## src/rtl/bitcoin_pkg.sv

```systemverilog
// Shared scan types, sizing constants and the summary word layout.
package bitcoin_pkg;

  localparam int unsigned NUM_NONCES_DEF = 16;
  localparam int unsigned NONCE_W_DEF    = $clog2(NUM_NONCES_DEF);
  localparam int unsigned MEM_RD_LAT     = 2;
  localparam int unsigned ADDR_W         = 16;
  localparam int unsigned DATA_W         = 32;

  typedef enum logic [2:0] {
    IDLE,
    READ,
    WB0,
    WB1,
    DONE
  } scan_state_t;

  // Summary word 0: bit 31 = found, low bits = winning nonce index.
  function automatic logic [DATA_W-1:0] pack_summary(input logic found,
                                                     input logic [DATA_W-2:0] nonce);
    return {found, nonce};
  endfunction

endpackage

```

## src/rtl/nonce_result_scan_if.sv

```systemverilog
// Control, result and shared single-port memory signals of the result scanner.
interface nonce_result_scan_if #(
  parameter int unsigned NONCE_W = bitcoin_pkg::NONCE_W_DEF
);

  logic                           start;
  logic [bitcoin_pkg::ADDR_W-1:0] result_addr;
  logic [bitcoin_pkg::DATA_W-1:0] target;
  logic                           done;
  logic                           found;
  logic [NONCE_W-1:0]             best_nonce;
  logic [bitcoin_pkg::DATA_W-1:0] best_value;
  logic                           mem_clk;
  logic                           mem_we;
  logic [bitcoin_pkg::ADDR_W-1:0] mem_addr;
  logic [bitcoin_pkg::DATA_W-1:0] mem_write_data;
  logic [bitcoin_pkg::DATA_W-1:0] mem_read_data;

  modport master (
    input  start, result_addr, target, mem_read_data,
    output done, found, best_nonce, best_value,
           mem_clk, mem_we, mem_addr, mem_write_data
  );

  modport slave (
    output start, result_addr, target, mem_read_data,
    input  done, found, best_nonce, best_value,
           mem_clk, mem_we, mem_addr, mem_write_data
  );

endinterface

```

## src/rtl/nonce_min_select.sv

```systemverilog
// Registered running minimum of a word stream; ties keep the earliest index.
module nonce_min_select #(
  parameter int unsigned NONCE_W = 4
) (
  input  logic               clk,
  input  logic               rst,
  input  logic               clear_i,
  input  logic               valid_i,
  input  logic [31:0]        value_i,
  input  logic [NONCE_W-1:0] index_i,
  output logic [31:0]        best_value_o,
  output logic [NONCE_W-1:0] best_nonce_o
);

  logic [31:0]        best_value_q, best_value_d;
  logic [NONCE_W-1:0] best_nonce_q, best_nonce_d;

  // Strict less-than so an equal later word never displaces the earlier one.
  always_comb begin
    best_value_d = best_value_q;
    best_nonce_d = best_nonce_q;
    if (clear_i) begin
      best_value_d = 32'hFFFF_FFFF;
      best_nonce_d = '0;
    end else if (valid_i && (value_i < best_value_q)) begin
      best_value_d = value_i;
      best_nonce_d = index_i;
    end
  end

  // Minimum state register.
  always_ff @(posedge clk or posedge rst) begin
    if (rst) begin
      best_value_q <= 32'hFFFF_FFFF;
      best_nonce_q <= '0;
    end else begin
      best_value_q <= best_value_d;
      best_nonce_q <= best_nonce_d;
    end
  end

  assign best_value_o = best_value_q;
  assign best_nonce_o = best_nonce_q;

endmodule

```

## src/rtl/nonce_result_scan.sv

```systemverilog
// Reads back NUM_NONCES hash words, keeps the minimum, writes a 2-word summary.
module nonce_result_scan
  import bitcoin_pkg::*;
#(
  parameter int unsigned NUM_NONCES = NUM_NONCES_DEF
) (
  input  logic                clk,
  input  logic                reset,
  nonce_result_scan_if.master bus
);

  localparam int unsigned NONCE_W = $clog2(NUM_NONCES);
  localparam int unsigned CNT_W   = $clog2(NUM_NONCES + MEM_RD_LAT + 1);
  // cnt_q holds (edges since start - 1); word i lands when cnt_q = i + MEM_RD_LAT - 1.
  localparam logic [CNT_W-1:0] SAMPLE_FIRST = CNT_W'(MEM_RD_LAT - 1);
  localparam logic [CNT_W-1:0] SAMPLE_LAST  = CNT_W'(NUM_NONCES + MEM_RD_LAT - 2);
  localparam logic [CNT_W-1:0] SCAN_END     = CNT_W'(NUM_NONCES + MEM_RD_LAT - 1);
  localparam logic [ADDR_W-1:0] LAST_OFS    = ADDR_W'(NUM_NONCES - 1);
  localparam logic [ADDR_W-1:0] SUM0_OFS    = ADDR_W'(NUM_NONCES);
  localparam logic [ADDR_W-1:0] SUM1_OFS    = ADDR_W'(NUM_NONCES + 1);

  scan_state_t        state_q, state_d;
  logic [ADDR_W-1:0]  base_q, base_d;
  logic [DATA_W-1:0]  target_q, target_d;
  logic [CNT_W-1:0]   cnt_q, cnt_d;
  logic               done_q, done_d;
  logic               found_q, found_d;
  logic               mem_we_q, mem_we_d;
  logic [ADDR_W-1:0]  mem_addr_q, mem_addr_d;
  logic [DATA_W-1:0]  mem_wdata_q, mem_wdata_d;

  logic               min_clear;
  logic               sample_valid;
  logic [NONCE_W-1:0] sample_index;
  logic [DATA_W-1:0]  best_value;
  logic [NONCE_W-1:0] best_nonce;
  logic               found_next;

  assign sample_valid = (state_q == READ) && (cnt_q >= SAMPLE_FIRST) && (cnt_q <= SAMPLE_LAST);
  assign sample_index = NONCE_W'(cnt_q - SAMPLE_FIRST);
  assign found_next   = (best_value < target_q);

  nonce_min_select #(
    .NONCE_W (NONCE_W)
  ) u_min (
    .clk          (clk),
    .rst          (reset),
    .clear_i      (min_clear),
    .valid_i      (sample_valid),
    .value_i      (bus.mem_read_data),
    .index_i      (sample_index),
    .best_value_o (best_value),
    .best_nonce_o (best_nonce)
  );

  // Next-state and registered-output decode.
  always_comb begin
    state_d     = state_q;
    base_d      = base_q;
    target_d    = target_q;
    cnt_d       = cnt_q;
    done_d      = done_q;
    found_d     = found_q;
    mem_we_d    = mem_we_q;
    mem_addr_d  = mem_addr_q;
    mem_wdata_d = mem_wdata_q;
    min_clear   = 1'b0;
    unique case (state_q)
      IDLE: begin
        if (bus.start) begin
          base_d     = bus.result_addr;
          target_d   = bus.target;
          done_d     = 1'b0;
          min_clear  = 1'b1;
          mem_addr_d = bus.result_addr;
          mem_we_d   = 1'b0;
          cnt_d      = '0;
          state_d    = READ;
        end
      end
      READ: begin
        cnt_d = cnt_q + CNT_W'(1);
        if (mem_addr_q != ADDR_W'(base_q + LAST_OFS)) begin
          mem_addr_d = mem_addr_q + ADDR_W'(1);
        end
        if (cnt_q == SCAN_END) begin
          state_d = WB0;
        end
      end
      WB0: begin
        mem_we_d    = 1'b1;
        mem_addr_d  = ADDR_W'(base_q + SUM0_OFS);
        mem_wdata_d = pack_summary(found_next, (DATA_W-1)'(best_nonce));
        found_d     = found_next;
        state_d     = WB1;
      end
      WB1: begin
        mem_addr_d  = ADDR_W'(base_q + SUM1_OFS);
        mem_wdata_d = best_value;
        state_d     = DONE;
      end
      DONE: begin
        mem_we_d = 1'b0;
        done_d   = 1'b1;
        state_d  = IDLE;
      end
      default: state_d = IDLE;
    endcase
  end

  // State and output registers; reset aborts any scan in flight.
  always_ff @(posedge clk or posedge reset) begin
    if (reset) begin
      state_q     <= IDLE;
      base_q      <= '0;
      target_q    <= '0;
      cnt_q       <= '0;
      done_q      <= 1'b0;
      found_q     <= 1'b0;
      mem_we_q    <= 1'b0;
      mem_addr_q  <= '0;
      mem_wdata_q <= '0;
    end else begin
      state_q     <= state_d;
      base_q      <= base_d;
      target_q    <= target_d;
      cnt_q       <= cnt_d;
      done_q      <= done_d;
      found_q     <= found_d;
      mem_we_q    <= mem_we_d;
      mem_addr_q  <= mem_addr_d;
      mem_wdata_q <= mem_wdata_d;
    end
  end

  assign bus.mem_clk        = clk;
  assign bus.mem_we         = mem_we_q;
  assign bus.mem_addr       = mem_addr_q;
  assign bus.mem_write_data = mem_wdata_q;
  assign bus.done           = done_q;
  assign bus.found          = found_q;
  assign bus.best_nonce     = best_nonce;
  assign bus.best_value     = best_value;

endmodule

```

## src/flat_wrapper.sv

```systemverilog
// flat-port wrapper written by rule: the top's interface ports become plain ports
module nonce_result_scan_flat import bitcoin_pkg::*;
#(
  parameter int unsigned NUM_NONCES = NUM_NONCES_DEF
)
  (clk, reset, bus_start, bus_result_addr, bus_target, bus_mem_read_data, bus_done, bus_found, bus_best_nonce, bus_best_value, bus_mem_clk, bus_mem_we, bus_mem_addr, bus_mem_write_data);
  nonce_result_scan_if #(.NONCE_W(4)) bus_i ();
  input  logic clk;
  input  logic reset;
  input wire logic [$bits(bus_i.start)-1:0] bus_start;
  input wire logic [$bits(bus_i.result_addr)-1:0] bus_result_addr;
  input wire logic [$bits(bus_i.target)-1:0] bus_target;
  input wire logic [$bits(bus_i.mem_read_data)-1:0] bus_mem_read_data;
  output wire logic [$bits(bus_i.done)-1:0] bus_done;
  output wire logic [$bits(bus_i.found)-1:0] bus_found;
  output wire logic [$bits(bus_i.best_nonce)-1:0] bus_best_nonce;
  output wire logic [$bits(bus_i.best_value)-1:0] bus_best_value;
  output wire logic [$bits(bus_i.mem_clk)-1:0] bus_mem_clk;
  output wire logic [$bits(bus_i.mem_we)-1:0] bus_mem_we;
  output wire logic [$bits(bus_i.mem_addr)-1:0] bus_mem_addr;
  output wire logic [$bits(bus_i.mem_write_data)-1:0] bus_mem_write_data;
  assign bus_i.start = bus_start;
  assign bus_i.result_addr = bus_result_addr;
  assign bus_i.target = bus_target;
  assign bus_i.mem_read_data = bus_mem_read_data;
  assign bus_done = bus_i.done;
  assign bus_found = bus_i.found;
  assign bus_best_nonce = bus_i.best_nonce;
  assign bus_best_value = bus_i.best_value;
  assign bus_mem_clk = bus_i.mem_clk;
  assign bus_mem_we = bus_i.mem_we;
  assign bus_mem_addr = bus_i.mem_addr;
  assign bus_mem_write_data = bus_i.mem_write_data;
  nonce_result_scan #(.NUM_NONCES(NUM_NONCES)) u_core (.clk(clk), .reset(reset), .bus(bus_i));
endmodule
```

## config.mk

```make
export PLATFORM = sky130hd
export DESIGN_NAME = nonce_result_scan_flat
export DESIGN_NICKNAME = d
export VERILOG_FILES = /design/src/rtl/bitcoin_pkg.sv /design/src/rtl/nonce_result_scan_if.sv /design/src/rtl/nonce_min_select.sv /design/src/rtl/nonce_result_scan.sv /design/src/flat_wrapper.sv
export SDC_FILE = /design/constraint.sdc
export NUM_CORES = 1
export LEC_CHECK = 0
export ABC_CLOCK_PERIOD_IN_PS = 5600
export CAP_MARGIN = 20
export CORE_MARGIN = 3
export CORE_UTILIZATION = 53
export DETAILED_ROUTE_END_ITERATION = 6
export GPL_TIMING_DRIVEN = 1
export PLACE_DENSITY = 0.82
export SYNTH_ARGS = -nofsm -noshare
export SYNTH_HDL_FRONTEND = slang
export SYNTH_SLANG_ARGS = --single-unit
```

## constraint.sdc

```tcl
create_clock -name clk -period 5.6 [get_ports clk]
set_clock_uncertainty 0.2 [all_clocks]
set_input_delay 1.12 -clock clk [delete_from_list [all_inputs] [get_ports clk]]
set_output_delay 1.12 -clock clk [all_outputs]
set_load 0.02 [all_outputs]
```

# After elaboration in Yosys (flattened, before gate mapping)
# Index checks and enable logic that the tools add are counted.
# op_classes
n_addsub,6
magnitude_cmp,4
n_eq_ne,9
mux,18
reduce_logical,16
# op_table
cell,count
$lt A32 B32 Y1,2
$mux W32,2
$pmux W16 S4,1
$pmux W32 S2,1
$add A16 B5 Y16 const B,2
$mux W16,2
$add A16 B1 Y16 const B,1
$add A16 B4 Y16 const B,1
$ne A16 B16 Y1,1
$pmux W3 S4,1
$pmux W5 S2,1
$reduce_and A2 Y1,5
$mux W4,2
$reduce_bool A2 Y1,4
$eq A3 B2 Y1 const B,2
$mux W3,2
$ne A2 B2 Y1 const B,3
$add A5 B1 Y5 const B,1
$eq A5 B5 Y1 const B,1
$ge A5 B1 Y1 const B,1
$le A5 B5 Y1 const B,1
$mux W5,1
$reduce_bool A4 Y1,1
$sub A4 B1 Y4 const B,1
9 further kinds,13
# totals
reg_bits,143
in_bits,83
out_inout_bits,88
elab_cells,64

# Depth between registers and ports, before layout
# Gate-level depths: netlist (run 1).
# depth
depth_word,6
depth_mapped,12
mapped_depth_nobuf,9

# Modules after synthesis
# A second synthesis (run 1) with hierarchy kept.
# hier_totals
cells_unflattened,926
area_unflattened_um2,8923.6
# modules_own_cells
mod,n_inst,cells_each,area_each_um2,seq_area_each_um2
nonce_result_scan,1,659,6407.4,2677.6
nonce_min_select,1,267,2516.2,940.9

==> results of run 1 <==
[synth_stat cells, types with 8 or more instances]
| cell type | n |
|---|---|
| a21oi_1 | 32 |
| nand3_1 | 17 |
| buf_2 | 12 |
| clkbuf_1 | 49 |
| nand4_1 | 20 |
| inv_1 | 75 |
| o211ai_1 | 69 |
| nor3_1 | 17 |
| a21o_1 | 18 |
| o31ai_1 | 29 |
| dfrtp_1 | 111 |
| nand2_1 | 145 |
| mux2i_1 | 13 |
| dfstp_2 | 32 |
| ha_1 | 70 |
| nor2_1 | 42 |
| xnor2_1 | 28 |
| nand2b_1 | 8 |
| o21ai_0 | 71 |
| xor2_1 | 18 |
[power breakdown]
part,total (mW),internal [mW],switching (mW)
clock,1.31,0.830,0.482
combinational,3.83,1.73,2.11
sequential,2.24,1.64,0.600
total,7.39,4.20,3.19
[cells in the final DEF (no fill, tap or decap), types with 4 or more instances in the layout]
master / n
nand2b_1: 7
o21a_1: 6
nor2_1: 41
xnor2_1: 28
clkinv_4: 5
or4_1: 4
o31ai_1: 29
a211oi_1: 5
and4_1: 6
o22ai_1: 4
o211ai_1: 69
nand3_1: 17
a21oi_1: 32
a21o_1: 18
xor2_1: 18
dfstp_2: 32
mux2i_1: 13
or2_2: 6
a22oi_1: 5
nor3b_1: 4
a221oi_1: 4
o21ai_0: 71
inv_1: 74
nor2b_1: 6
buf_4: 10
nor4_1: 4
nand4_1: 20
nor3_1: 17
nand2_1: 145
clkdlybuf4s50_1: 170
ha_1: 70
clkbuf_16: 20
dfrtp_1: 111
[worst max-delay path, cell delays in order]
cell             delay [ns]
clkbuf_16              0.12
clkbuf_16              0.13
clkdlybuf4s50_1        0.52
[logic make-up after synthesis]
| family | share of synthesized area [%] |
|---|---|
| muxes | 2.04 |
| buffers and inverters | 6.78 |
| and+or+nand+nor | 15.4 |
| xor gates and xnor gates | 4.76 |
| adders and majority gates | 9.78 |
| AOI/OAI and AO/OA | 20.9 |
| DFF | 40.4 |
[worst paths after layout]
kind                                                from                            end  slack [ns]  cells past startpoint
max reg2reg                             u_core.base_q[0]         u_core.bus.mem_addr[9]        2.09                      9
max                                                  clk                    bus_mem_clk        0.71                      3
min reg2reg                u_core.bus.mem_write_data[30]  u_core.bus.mem_write_data[30]        0.28                      2
max in group asynchronous                          reset              u_core.state_q[0]        3.33                      3
min in group asynchronous                          reset   u_core.bus.mem_write_data[7]        0.86                      2
min                        u_core.bus.mem_write_data[30]  u_core.bus.mem_write_data[30]        0.28                      2
[state kept, by name, summed over array words and instances (netlist names)]
register and cells:
u_core.bus.mem_write_data 32, u_core.target_q 32, u_core.u_min.best_value_o 32, u_core.base_q 16
u_core.bus.mem_addr 16, u_core.cnt_q 5, u_core.u_min.best_nonce_o 4, u_core.state_q 3
u_core.bus.done 1, u_core.bus.found 1, u_core.bus.mem_we 1
[cell type report]
| type | instances | area, um2 | area share, % |
|---|---|---|---|
| clock buffers | 24 | 542 | 4.74 |
| well taps | 216 | 270 | 2.36 |
| multi-input cells | 703 | 4750 | 41.5 |
| repair buffers | 181 | 1810 | 15.8 |
| flip-flops and latches | 143 | 3620 | 31.6 |
| inverters | 76 | 290 | 2.54 |
| clock inverters | 12 | 160 | 1.40 |
[per-layer routing]
metal	GRT usage (%)	vias to the layer above	share of wire, %	routed length (um)
met5	0	-	0	0
met4	10.6	0	2.7	694
li1	-	3799	-	-
met2	45.5	359	48	12200
met3	9.18	64	8.8	2230
met1	36.2	3848	40	10300
[metrics by stage]
stage | hold WS, ns | setup slack [ns] | util, % | total power, mW | instance area [um2]
finish | 0.278 | 0.711 | 70.5 | 7.39 | 11400
detailed placement | 0.268 | 0.972 | 66.1 | 6.06 | 10700
floorplan | 0.247 | 0.495 | - | 4.70 | 8960
global route | 0.313 | 0.689 | 70.5 | 7.93 | 11400
CTS | 0.282 | 0.702 | 70.3 | 7.39 | 11400
global placement | 0.261 | 0.972 | 66.1 | 5.94 | 10700
==> results by group, run 1 <==
Outcome
  – Status: finished, final reports clean

Drt
  – Post-route antenna net violation count: 0
  – Post-DR vias/cell: 5.96
  – Routed vias: 8070
  – Number of remaining DRC errors: 0
  – Drt pass-1 iters: 5
  – WL/cell: 18.8 um
  – Initial DRC Count: 815
  – Final WL: approximately 25 mm

Pwr
  – Leakage: around 5 nW
  – Power per standard cell area: approximately 650 nW/um2
  – Max IR drop VDD: slightly below 0.4 mV

STA
  – Final hold vios: 0
  – Fin Setup TNS: 0 ns
  – Final setup violating endpoints: 0
  – Slew @ Worst Pin: ~1 ns
  – Final Max Tran Viols: 0
  – RSZ-0062 raised after global routing: false
  – Slew margin rel.: about a third

Synthesis
  – Post-synth top flop: dfrtp_1
  – Average size of a mapped cell: ~9 um2
  – Synthesis Warnings: 0
  – Sequential share of the synthesized area: 40.4%
  – Synth area leaders: dfrtp_1 (31%), ha_1 (9.8%), dfstp_2 (9.4%)
  – Mapped Cells: roughly 1000
  – Synth area leader: dfrtp_1
  – Ys async rst share: between 90% and 100%
  – Number of synthesized flops with an enable pin: 0
  – Synth unique cells: 77
  – Synth Register Bits: ~140
  – Synthesized area: between 8000 and 9000 um2
  – Synthesized Nets: 1148
  – Area fraction of the dominant cell type after synthesis: between 30 and 40%

Clock tree
  – CTS tree: yes
  – Hold Buf Count CTS: 0
  – Post-CTS sizing: 0
  – Latest clock arrival within the worst-skew pair: 0.54 ns
  – Post-CTS Setup Repair Bufs: 0
  – Clk slew on worst S/H paths: around 0.060 ns

Die
  – Die Width: approximately 140 um
  – Die Y: around 140 um
  – Row cnt: 46
  – # IOs: between 150 and 200
  – Initial Utilization: 55.2%
  – Core area: ~16000 um2
  – Die ar.: ~18000 um2

Worst setup path
  – Crit path DAT: approximately 3.6 ns
  – Worst EP required: around 4.3 ns
  – Crit. End Element: output port
  – Setup CP Type: clock port to output port
  – Worst setup SP type: clock port
  – Crit-path max FO: 2

Flow run
  – Max cap viols: 0

Global routing
  – Vias in the first global route: ~8k
  – Initial antenna violation count: 0
  – Overflow after GRT: 0
  – GR Util All Layers: 28.5%
  – First-pass GRT wire length: 41.3 mm
  – Pin count of the biggest net entering global routing: between 60 and 70

Hold path
  – Hold WC Path Type: flip-flop to flip-flop

Place
  – Routability Congestion: approximately 0.92
  – Detail Placement HPWL: approximately 18 mm
  – Port bufs: 170
  – Dpl cells: 1319

Finish
  – Non-filler instance count after layout: approximately 1.4k
  – Fraction of layout cells with a size suffix above 1: 8.78%
  – Final #Nets: around 1.3k
  – Number of fill cells: between 1k and 1.5k
  – Area grow syn2layout: 27.7%
  – Antenna Cells: 0
Power figures use the tool's default switching activity.
==> run 2, diff against run 1 <==
--- a/config.mk
+++ b/config.mk
@@ -7,11 +7,14 @@
 export LEC_CHECK = 0
 export ABC_CLOCK_PERIOD_IN_PS = 5600
 export CAP_MARGIN = 20
-export CORE_MARGIN = 3
-export CORE_UTILIZATION = 53
+export CELL_PAD_IN_SITES_DETAIL_PLACEMENT = 0
+export CELL_PAD_IN_SITES_GLOBAL_PLACEMENT = 2
+export CORE_MARGIN = 8
+export CORE_UTILIZATION = 39
 export DETAILED_ROUTE_END_ITERATION = 6
+export DONT_BUFFER_PORTS = 1
 export GPL_TIMING_DRIVEN = 1
-export PLACE_DENSITY = 0.82
+export PLACE_DENSITY = 0.81
 export SYNTH_ARGS = -nofsm -noshare
 export SYNTH_HDL_FRONTEND = slang
 export SYNTH_SLANG_ARGS = --single-unit
==> results by group, run 2 (same netlist as run 1, synthesis figures left out) <==
Clock tree
  – Clk buf depth: 2
  – Root buffer cell: clkbuf_16
  – CTS H-tree lvls: 4
  – Clk slew on worst S/H paths: ~0.070 ns
  – Post-CTS sizing: 0
  – Post-CTS Setup Repair Bufs: 0
  – CTS sink cnt: around 140
  – Latest clock arrival within the worst-skew pair: 0.43 ns
  – CTS tree: yes
  – TritonCTS Buffers: 17
  – Hold Buf Count CTS: 0

Place
  – Dpl cells: approximately 1.2k
  – Place WS: about 1.5 ns
  – Detail Placement HPWL: 19.6 mm
  – Routability Congestion: 0.831
  – Port bufs: 0
  – Placed Instance Area: 9110 um2

Worst setup path
  – Crit. End Element: output port
  – Worst EP required: between 4 and 5 ns
  – Setup CP Type: clock port to output port
  – Crit-path max FO: 2
  – Reg2reg path depth: 8
  – Worst setup SP type: clock port
  – CP Depth: 0
  – Crit path DAT: 2.80 ns

Die
  – # IOs: around 170
  – Core area: about 23000 um2
  – Die Y: 168 um
  – Die ar.: between 20000 and 30000 um2
  – Die Width: about 170 um
  – Initial Utilization: about two fifths
  – Row cnt: 55

Global routing
  – Overflow after GRT: 0
  – Initial antenna violation count: 0
  – Pin count of the biggest net entering global routing: 73
  – Vias in the first global route: 7218
  – GR Util All Layers: between 15 and 20%
  – First-pass GRT wire length: 43.3 mm

Finish
  – Antenna Cells: 0
  – Commonest cells after routing, fill and taps aside: nand2_1 (145), dfrtp_1 (111), inv_1 (74)
  – Non-filler instance count after layout: 1250
  – Fraction of layout cells with a size suffix above 1: 10.1%
  – Area grow syn2layout: 7.87%
  – Finished Cell Area: a little under 10000 um2
  – Most common cell after layout, fill and taps aside: nand2_1
  – Final #Nets: 1106

STA
  – Slew @ Worst Pin: approximately 0.91 ns
  – Fin Setup TNS: 0 ns
  – Final setup violating endpoints: 0
  – RSZ-0062 raised after global routing: false
  – Min setup slack post-route: between 1 and 1.5 ns
  – Slew margin rel.: approximately 39%
  – Final Max Tran Viols: 0
  – Final hold vios: 0

Pwr
  – Leakage: between 4 and 5 nW
  – Power per standard cell area: approximately 680 nW/um2
  – Max IR drop VDD: around 0.36 mV

Hold path
  – Hold Crit Depth: 2
  – Hold WC Path Type: flip-flop to flip-flop

Flow run
  – Max cap viols: 0

Drt
  – Number of remaining DRC errors: 0
  – Drt pass-1 iters: 5
  – WL/cell: between 20 and 25 um
  – Initial DRC Count: between 400 and 500
  – Routed vias: approximately 7.1k
  – Post-route antenna net violation count: 0
  – Final WL: approximately 27 mm
  – Post-DR vias/cell: between 5 and 6

Outcome
  – Status: finished, final reports clean
[run 2: changes by cell type in the layout (fill, tap and decap cells not counted), moves of 3 or more]
| cell | delta |
|---|---|
| inv_6 | +5 |
| clkbuf_16 | -3 |
| bufinv_16 | -3 |
| clkdlybuf4s50_1 | -170 |
| clkinv_4 | -3 |
| inv_8 | +3 |
[run 2: power by group]
group	switching (mW)	internal, mW	leakage (nW)	total, mW
combinational	1.56	1.17	2.28	2.73
sequential	1.06	1.65	1.71	2.70
clock	0.514	0.582	0.267	1.10
[run 2: metrics by stage]
step	hold WS [ns]	util [%]	total power, mW
global route	0.322	42.8	7.11
global placement	0.277	40.4	5.46
floorplan	0.247	-	4.70
finish	0.297	42.8	6.53
CTS	0.300	42.8	6.62
detailed placement	0.277	40.4	5.50
[run 2: area by class of cell]
cell class	instances	area (um2)
fill	2265	12900
multi-input combinational	703	4760
sequential	143	3620
clock buffer	17	425
tap	285	357
inverter	76	290
clock inverter	14	124
timing repair buffer	12	90.1
[run 2: worst paths after layout]
kind,startpoint,end,slack [ns]
hold / removal,u_core.target_q[0],u_core.target_q[0],0.30
setup / recovery,clk,bus_mem_clk,1.48
max in group asynchronous,reset,u_core.target_q[26],3.77
min in group asynchronous,reset,u_core.bus.mem_addr[5],0.41
hold reg to reg,u_core.target_q[0],u_core.target_q[0],0.30
setup reg to reg,u_core.state_q[0],u_core.u_min.best_value_o[18],1.66
[run 2: metal layers]
layer | global-route usage [%] | vias to the layer above | wire length (um)
met5 | 0 | - | 0
met4 | 5.12 | 0 | 406
met3 | 6.72 | 22 | 1970
met2 | 32.6 | 171 | 13200
met1 | 23.8 | 3470 | 11400
li1 | - | 3443 | -
